[src/rtl/write_merge_buffer.sv]
// Single-line write-combining buffer: merges CPU byte/word writes into one
// 16-byte line and drains it to SDRAM as a fixed 8-word masked write burst.
module write_merge_buffer #(
    parameter int IDLE_FLUSH = 64
) (
    input  logic        clk,
    input  logic        reset,
    input  logic [31:0] cpu_addr,
    input  logic        cpu_req,
    output logic        cpu_ack,
    input  logic        cpu_rwl,
    input  logic        cpu_rwu,
    input  logic [15:0] data_from_cpu,
    input  logic        flush_req,
    output logic        empty,
    output logic [31:0] sdram_addr,
    output logic        sdram_req,
    output logic        sdram_rw,
    output logic [15:0] data_to_sdram,
    output logic [1:0]  sdram_dqm,
    input  logic        sdram_wrnext
);

    localparam logic [7:0] IDLE_LAST = 8'(IDLE_FLUSH - 1);

    typedef enum logic [1:0] {IDLE, WAITREL, HOLD, FLUSH} state_t;

    state_t      state, state_next;
    logic [15:0] words [8];
    logic [7:0]  valid_l, valid_u;
    logic [27:0] tag;
    logic [2:0]  word_idx;
    logic [7:0]  idle_cnt;

    logic        absorb, start_line, cnt_clr, cnt_inc, burst_done;
    logic        same_line, any_valid;
    logic [2:0]  cpu_word;
    logic        addr_lsb_unused;

    assign cpu_word        = cpu_addr[3:1];
    assign same_line       = (cpu_addr[31:4] == tag);
    assign any_valid       = |{valid_l, valid_u};
    assign addr_lsb_unused = cpu_addr[0];

    always_ff @(posedge clk or negedge reset) begin
        if (!reset) state <= IDLE;
        else        state <= state_next;
    end

    // A write to a different line while holding forces a flush without ack;
    // the CPU keeps requesting and is picked up from IDLE after the burst.
    always_comb begin
        state_next = state;
        absorb     = 1'b0;
        start_line = 1'b0;
        cnt_clr    = 1'b0;
        cnt_inc    = 1'b0;
        burst_done = 1'b0;
        case (state)
            IDLE: begin
                cnt_clr = 1'b1;
                if (cpu_req) begin
                    absorb     = 1'b1;
                    start_line = 1'b1;
                    state_next = WAITREL;
                end
            end
            WAITREL: begin
                if (idle_cnt < IDLE_LAST) cnt_inc = 1'b1;
                if (!cpu_req) state_next = any_valid ? HOLD : IDLE;
            end
            HOLD: begin
                if (flush_req) begin
                    state_next = FLUSH;
                end else if (cpu_req && same_line) begin
                    absorb     = 1'b1;
                    cnt_clr    = 1'b1;
                    state_next = WAITREL;
                end else if (cpu_req) begin
                    state_next = FLUSH;
                end else if (idle_cnt >= IDLE_LAST) begin
                    state_next = FLUSH;
                end else begin
                    cnt_inc = 1'b1;
                end
            end
            FLUSH: begin
                if (sdram_wrnext && (word_idx == 3'd7)) begin
                    burst_done = 1'b1;
                    state_next = IDLE;
                end
            end
            default: state_next = IDLE;
        endcase
    end

    // Only enabled bytes are written so a partial merge never clobbers older bytes.
    always_ff @(posedge clk or negedge reset) begin
        if (!reset) begin
            cpu_ack  <= 1'b0;
            tag      <= '0;
            valid_l  <= '0;
            valid_u  <= '0;
            idle_cnt <= '0;
            word_idx <= '0;
            for (int i = 0; i < 8; i++) words[i] <= '0;
        end else begin
            cpu_ack <= absorb;
            if (start_line) tag <= cpu_addr[31:4];
            if (absorb && !cpu_rwl) begin
                words[cpu_word][7:0] <= data_from_cpu[7:0];
                valid_l[cpu_word]    <= 1'b1;
            end
            if (absorb && !cpu_rwu) begin
                words[cpu_word][15:8] <= data_from_cpu[15:8];
                valid_u[cpu_word]     <= 1'b1;
            end
            if (burst_done) begin
                valid_l <= '0;
                valid_u <= '0;
            end
            if (cnt_clr)      idle_cnt <= '0;
            else if (cnt_inc) idle_cnt <= idle_cnt + 8'd1;
            if (state != FLUSH)    word_idx <= '0;
            else if (sdram_wrnext) word_idx <= word_idx + 3'd1;
        end
    end

    assign empty         = !any_valid && (state != FLUSH);
    assign sdram_req     = (state == FLUSH);
    assign sdram_rw      = (state != FLUSH);
    assign sdram_addr    = (state == FLUSH) ? {tag, 4'b0000} : 32'h0;
    assign data_to_sdram = (state == FLUSH) ? words[word_idx] : 16'h0;
    assign sdram_dqm     = (state == FLUSH) ? ~{valid_u[word_idx], valid_l[word_idx]} : 2'b11;

endmodule

[config.mk]
export PLATFORM = sky130hd
export DESIGN_NAME = write_merge_buffer
export DESIGN_NICKNAME = d
export VERILOG_FILES = /design/src/rtl/write_merge_buffer.sv
export SDC_FILE = /design/constraint.sdc
export NUM_CORES = 1
export LEC_CHECK = 0
export ABC_AREA = 1
export ABC_CLOCK_PERIOD_IN_PS = 3200
export CAP_MARGIN = 20
export CORE_MARGIN = 2
export CORE_UTILIZATION = 59
export CTS_CLUSTER_SIZE = 8
export DETAILED_ROUTE_END_ITERATION = 16
export GPL_ROUTABILITY_DRIVEN = 0
export MAX_ROUTING_LAYER = met4
export PLACE_DENSITY_LB_ADDON = 0.2
export SLEW_MARGIN = 20
export SYNTH_ARGS = -nofsm -noshare
export SYNTH_HDL_FRONTEND = slang
export SYNTH_SLANG_ARGS = --single-unit
[constraint.sdc]
create_clock -name clk -period 3.2 [get_ports clk]
set_input_delay 0.64 -clock clk [delete_from_list [all_inputs] [get_ports clk]]
set_output_delay 0.64 -clock clk [all_outputs]
set_load 0.02 [all_outputs]
# After elaboration in Yosys (flattened, before gate mapping)
# Cells that the tools add are included.
# word_totals
reg_bits	186
inputBits	55
out_inout_bits	54
# op_classes
addsub	2
n_lt_le_gt_ge	8
n_eq_ne	10
mux	51
bitwise	5
reduce_logical	17
# op_table
op	n
$bwmux W128	2
$mux W128	2
$demux W16 S3	2
$mux W16	4
$mux W8	7
$bmux W16 S3	1
$mux W32	1
$eq A28 B28 Y1	1
$mux W2	9
$or A8 B8 Y8	2
$reduce_or A16 Y1	1
$mux W1	14
$add A8 B1 Y8 const B	1
$ge A4 B4 Y1 const B	2
$ge A8 B6 Y1 const B	1
$lt A3 B4 Y1 const B	2
$lt A8 B6 Y1 const B	1
$not A3 Y4	2
$pmux W2 S4	1
$reduce_bool A2 Y1	4
$logic_and A1 B1 Y1	7
$bmux W1 S3	2
$mux W3	2
$ne A2 B2 Y1 const B	3
14 further kinds	19

# Depth between registers and ports, before layout
# depth
ltp_word	9
mapped_depth	14
ltp_nobuf	13

# Worst setup path before layout
# Ideal clock, no wire load.
# synth_path
kind	reg-to-output
from	register word_idx[0]
to	output port data_to_sdram[2]
arrival_time_ns	1.736
required_ns	2.560
slack_ns	0.824
path_stages_with_launch	9
path_buffers	3
cell_sequence	dfrtp_1 -> clkbuf_1 -> inv_1 -> clkbuf_1 -> clkbuf_1 -> o21ai_0 -> o22ai_1 -> o21ai_0 -> a31oi_1
# synth_between
elab_chain_cells	5
# synth_rtl
item	line	rtl
start: declaration	32	logic [2:0] word_idx;
start signal: assignment	125	else if (sdram_wrnext) word_idx <= word_idx + 3'd1;
$not A3 Y4 (implied by the code)	133	assign data_to_sdram = (state == FLUSH) ? words[word_idx] : 16'h0;
$bmux W16 S3	133	
$mux W16 (implied by the code) (2 in a row)	133	
$mux W16	133	
end: declaration	19	output logic [15:0] data_to_sdram,
# No other way between the ends. The select of a mux whose other input is x is not followed.

# Worst setup path in the final report
# layout_path
from	register word_idx[0]
to	output port data_to_sdram[9]
# The elaborated chain is that of the path after synthesis.

==> impl_metrics.tcl <==
set metrics [dict create \
    arrival_ns 2.49 \
    fmax_mhz 320 \
    cts_tree "built" \
    wl_per_cell_um 17.3 \
    fin_crit_sh_pct 97.7 \
    final.min_clock_period_ns 3.13 \
    maxCapViolations 0 \
    timing.hold.ws_ns 0.248 \
    layout.cells.non_filler 1660 \
    p_per_area_nw_per_um2 789 \
    synth-edff-count 0 \
    antenna_found_initial 0 \
    critPathKind "register to output port" \
    max_slew_margin_pct 49.1 \
    dp_hpwl_um 18600 \
    gr-total-overflow 0 \
    drtIter0Drc 1136 \
    clk_pin_slew_ns 0.07 \
    endpoint_kind "output port" \
    drc 0 \
    final_util_pct 70.9 \
    fin_area_um2 12200 \
    antenna_left 0 \
    firstDrtPassIters 5 \
    gr-usage-all-layers_pct 33.4 \
    finalNetCount 1484 \
    vias 9768 \
    synth.distinct_cells 35 \
    core_um2 17200 \
    vias_per_cell 5.88 \
    grt_first_pass_wirelength_um 46800 \
    dp.cells 1628 \
    synth_ff_type "dfrtp_1" \
    hold_viol 0 \
    postPlaceCellArea_um2 11500 \
    io_pins 109 \
    hp-class "input port to async pin" \
    core.rowCount 48 \
    pwr-share-seq_pct 41.4 \
    rsz0062_at_grt "yes" \
    syn_area_um2 10300 \
    setup_slack_ns 0.0749 \
    syn_to_final_growth_pct 18.6 \
    cts_buffers 17 \
    clock_sinks 186 \
    setup.worst_path.start_class "register" \
    yosys_warnings 0 \
    cts_root_buf "clkbuf_16" \
    grt_pass1_vias 9301 \
    swShare_pct 37.8 \
    skew_ns 0.00840 \
    clk_latency_ns 0.43 \
    pre_cts_ws_ns 0.268 \
    leakage_nw 6.43 \
    cts_hold_buf 0 \
    p_int_mw 5.98 \
    grt_max_degree 92 \
    async_flop_share_pct 100 \
    dieArea_um2 18500 \
    setup_viol 0 \
    start_util_pct 59.7 \
    drv_slew 0 \
    syn_avg_cell_area_um2 7.57 \
    clk_path_buf_depth 2 \
    worstPathMaxFanout 13 \
    routed_wl_um 28700 \
    antenna_cells 0 \
    drive_gt1_share_pct 8.43 \
    die_w_um 136 \
    synth_seq_cells 186 \
    total_power_mw 9.61 \
    cts_setup_buffers 0 \
    max-vdd-ir-drop_mv 0.498 \
    p_comb_share_pct 34.9 \
    syn_inst 1355 \
    cp.required_ns 2.56 \
    clockPowerShare_pct 23.8 \
    htree_levels 4 \
    power_switching_mw 3.63 \
    io_buffer_count 103 \
    die_y_um 136 \
    setup_tns_ns 0 \
    tightest_slew_ns 0.764 \
    synth_seq_area_share_pct 45.4 \
    outcome "completed" \
]
-- cell usage after synthesis, types with 4 or more instances --
master / n / area share, %
a21oi_1: 11 / 0.54
a31oi_1: 18 / 1.1
buf_2: 12 / 0.59
buf_4: 4 / 0.29
buf_6: 14 / 1.5
clkbuf_1: 55 / 2.0
clkbuf_2: 16 / 0.78
dfrtp_1: 186 / 45
ha_1: 7 / 0.85
inv_1: 111 / 4.1
mux2_2: 4 / 0.44
nand2_1: 426 / 16
nand3_1: 38 / 1.9
nand3_4: 9 / 1.5
nand4_1: 148 / 9.0
nor2_1: 118 / 4.3
nor3_1: 5 / 0.24
nor4_1: 4 / 0.24
o21ai_0: 116 / 5.7
o22ai_1: 16 / 0.98
or2_2: 10 / 0.61
xnor2_1: 5 / 0.43
xor2_1: 4 / 0.34
-- cell usage in the layout (no fill, tap or decap), types with 2 or more instances in the layout --
master / netlist / layout
bufinv_16: 0 / 4
a31oi_1: 18 / 17
nor3_2: 2 / 6
dfrtp_1: 186 / 185
o21ai_0: 116 / 115
or2_2: 10 / 10
nand3_1: 38 / 38
a21oi_1: 11 / 11
nand3_4: 9 / 9
clkbuf_16: 0 / 17
conb_1: 1 / 4
inv_6: 0 / 2
xnor2_1: 5 / 5
buf_6: 14 / 3
nand4_1: 148 / 148
o22ai_1: 16 / 16
nand2_1: 426 / 426
clkinvlp_4: 0 / 3
buf_12: 1 / 9
nor2_1: 118 / 118
nor3_4: 2 / 2
xor2_1: 4 / 4
clkbuf_8: 0 / 2
ha_1: 7 / 6
mux2_2: 4 / 4
nor2_2: 2 / 2
clkdlybuf4s50_1: 0 / 88
clkinv_2: 0 / 2
dlymetal6s2s_1: 0 / 13
clkinv_4: 0 / 3
inv_2: 1 / 3
buf_4: 4 / 35
nor4_1: 4 / 4
inv_1: 111 / 110
-- power groups by stage --
stage | logic [mW] | registers (mW) | clock network, mW
after floorplan | 2.42 | 3.83 | 0
after global placement | 3.19 | 3.93 | 0
after detailed placement | 3.32 | 3.97 | 0
after CTS | 3.34 | 3.95 | 2.29
after global routing | 3.83 | 4.09 | 2.39
final | 3.35 | 3.97 | 2.28
-- cells by family after synthesis --
logic type,after synthesis,share of synthesized area (%)
AND/OR/NAND/NOR,766,34.3
buffers and inverters,220,9.94
flip-flops,186,45.4
AO/OA/AOI/OAI,162,8.34
XOR/XNOR,9,0.768
adder cells (fa/ha/maj),7,0.854
multiplexers,4,0.439
other,1,0.0366
-- repair_timing --
action | CTS | global route
gates cloned | 0 | 0
resized for setup | 2 | 18
endpoints found under the hold margin | 0 | 0
endpoints found under the setup margin | 4 | 31
-- state kept, by name, summed over array words and instances, names as in the netlist --
| name | flops |
|---|---|
| idle_cnt | 8 |
| valid_l | 8 |
| state | 2 |
| valid_u | 8 |
| cpu_ack | 1 |
| word_idx | 3 |
| tag | 28 |
| words | 128 |
-- area by class of cell --
type | count | area, µm²
Fill cell | 1405 | 5000
Clock inverter | 13 | 191
Sequential cell | 186 | 4660
Multi-Input combinational cell | 952 | 4630
Clock buffer | 19 | 443
Inverter | 115 | 433
Timing Repair Buffer | 150 | 1540
Tap cell | 225 | 282
-- worst paths after layout --
| path | from | slack [ns] | end | cells after the start |
|---|---|---|---|---|
| max reg2reg | tag[16] | 0.90 | words[50] | 13 |
| max in group asynchronous | reset | 2.16 | words[87] | 2 |
| min reg2reg | words[39] | 0.47 | words[39] | 2 |
| min | reset | 0.25 | words[13] | 1 |
| max | word_idx[0] | 0.07 | data_to_sdram[9] | 7 |
| min in group clk | words[39] | 0.47 | words[39] | 2 |
-- critical path, stage by stage, from the launching register on --
cell and delay, ns:
dfrtp_2 0.44, clkinv_2 0.19, buf_4 0.21, o21ai_0 0.09, o22ai_1 0.17, o21ai_1 0.14, a31oi_1 0.18, clkdlybuf4s50_1 0.63
-- routing by layer --
metal	wire length [µm]	track usage [%]	share of wire (%)
met4	740	11.9	2.6
met2	13700	52.3	48
met5	0	-	0
met3	2250	5.85	7.8
met1	12000	44.2	42
Note: power is estimated with default switching activity, not from simulation.
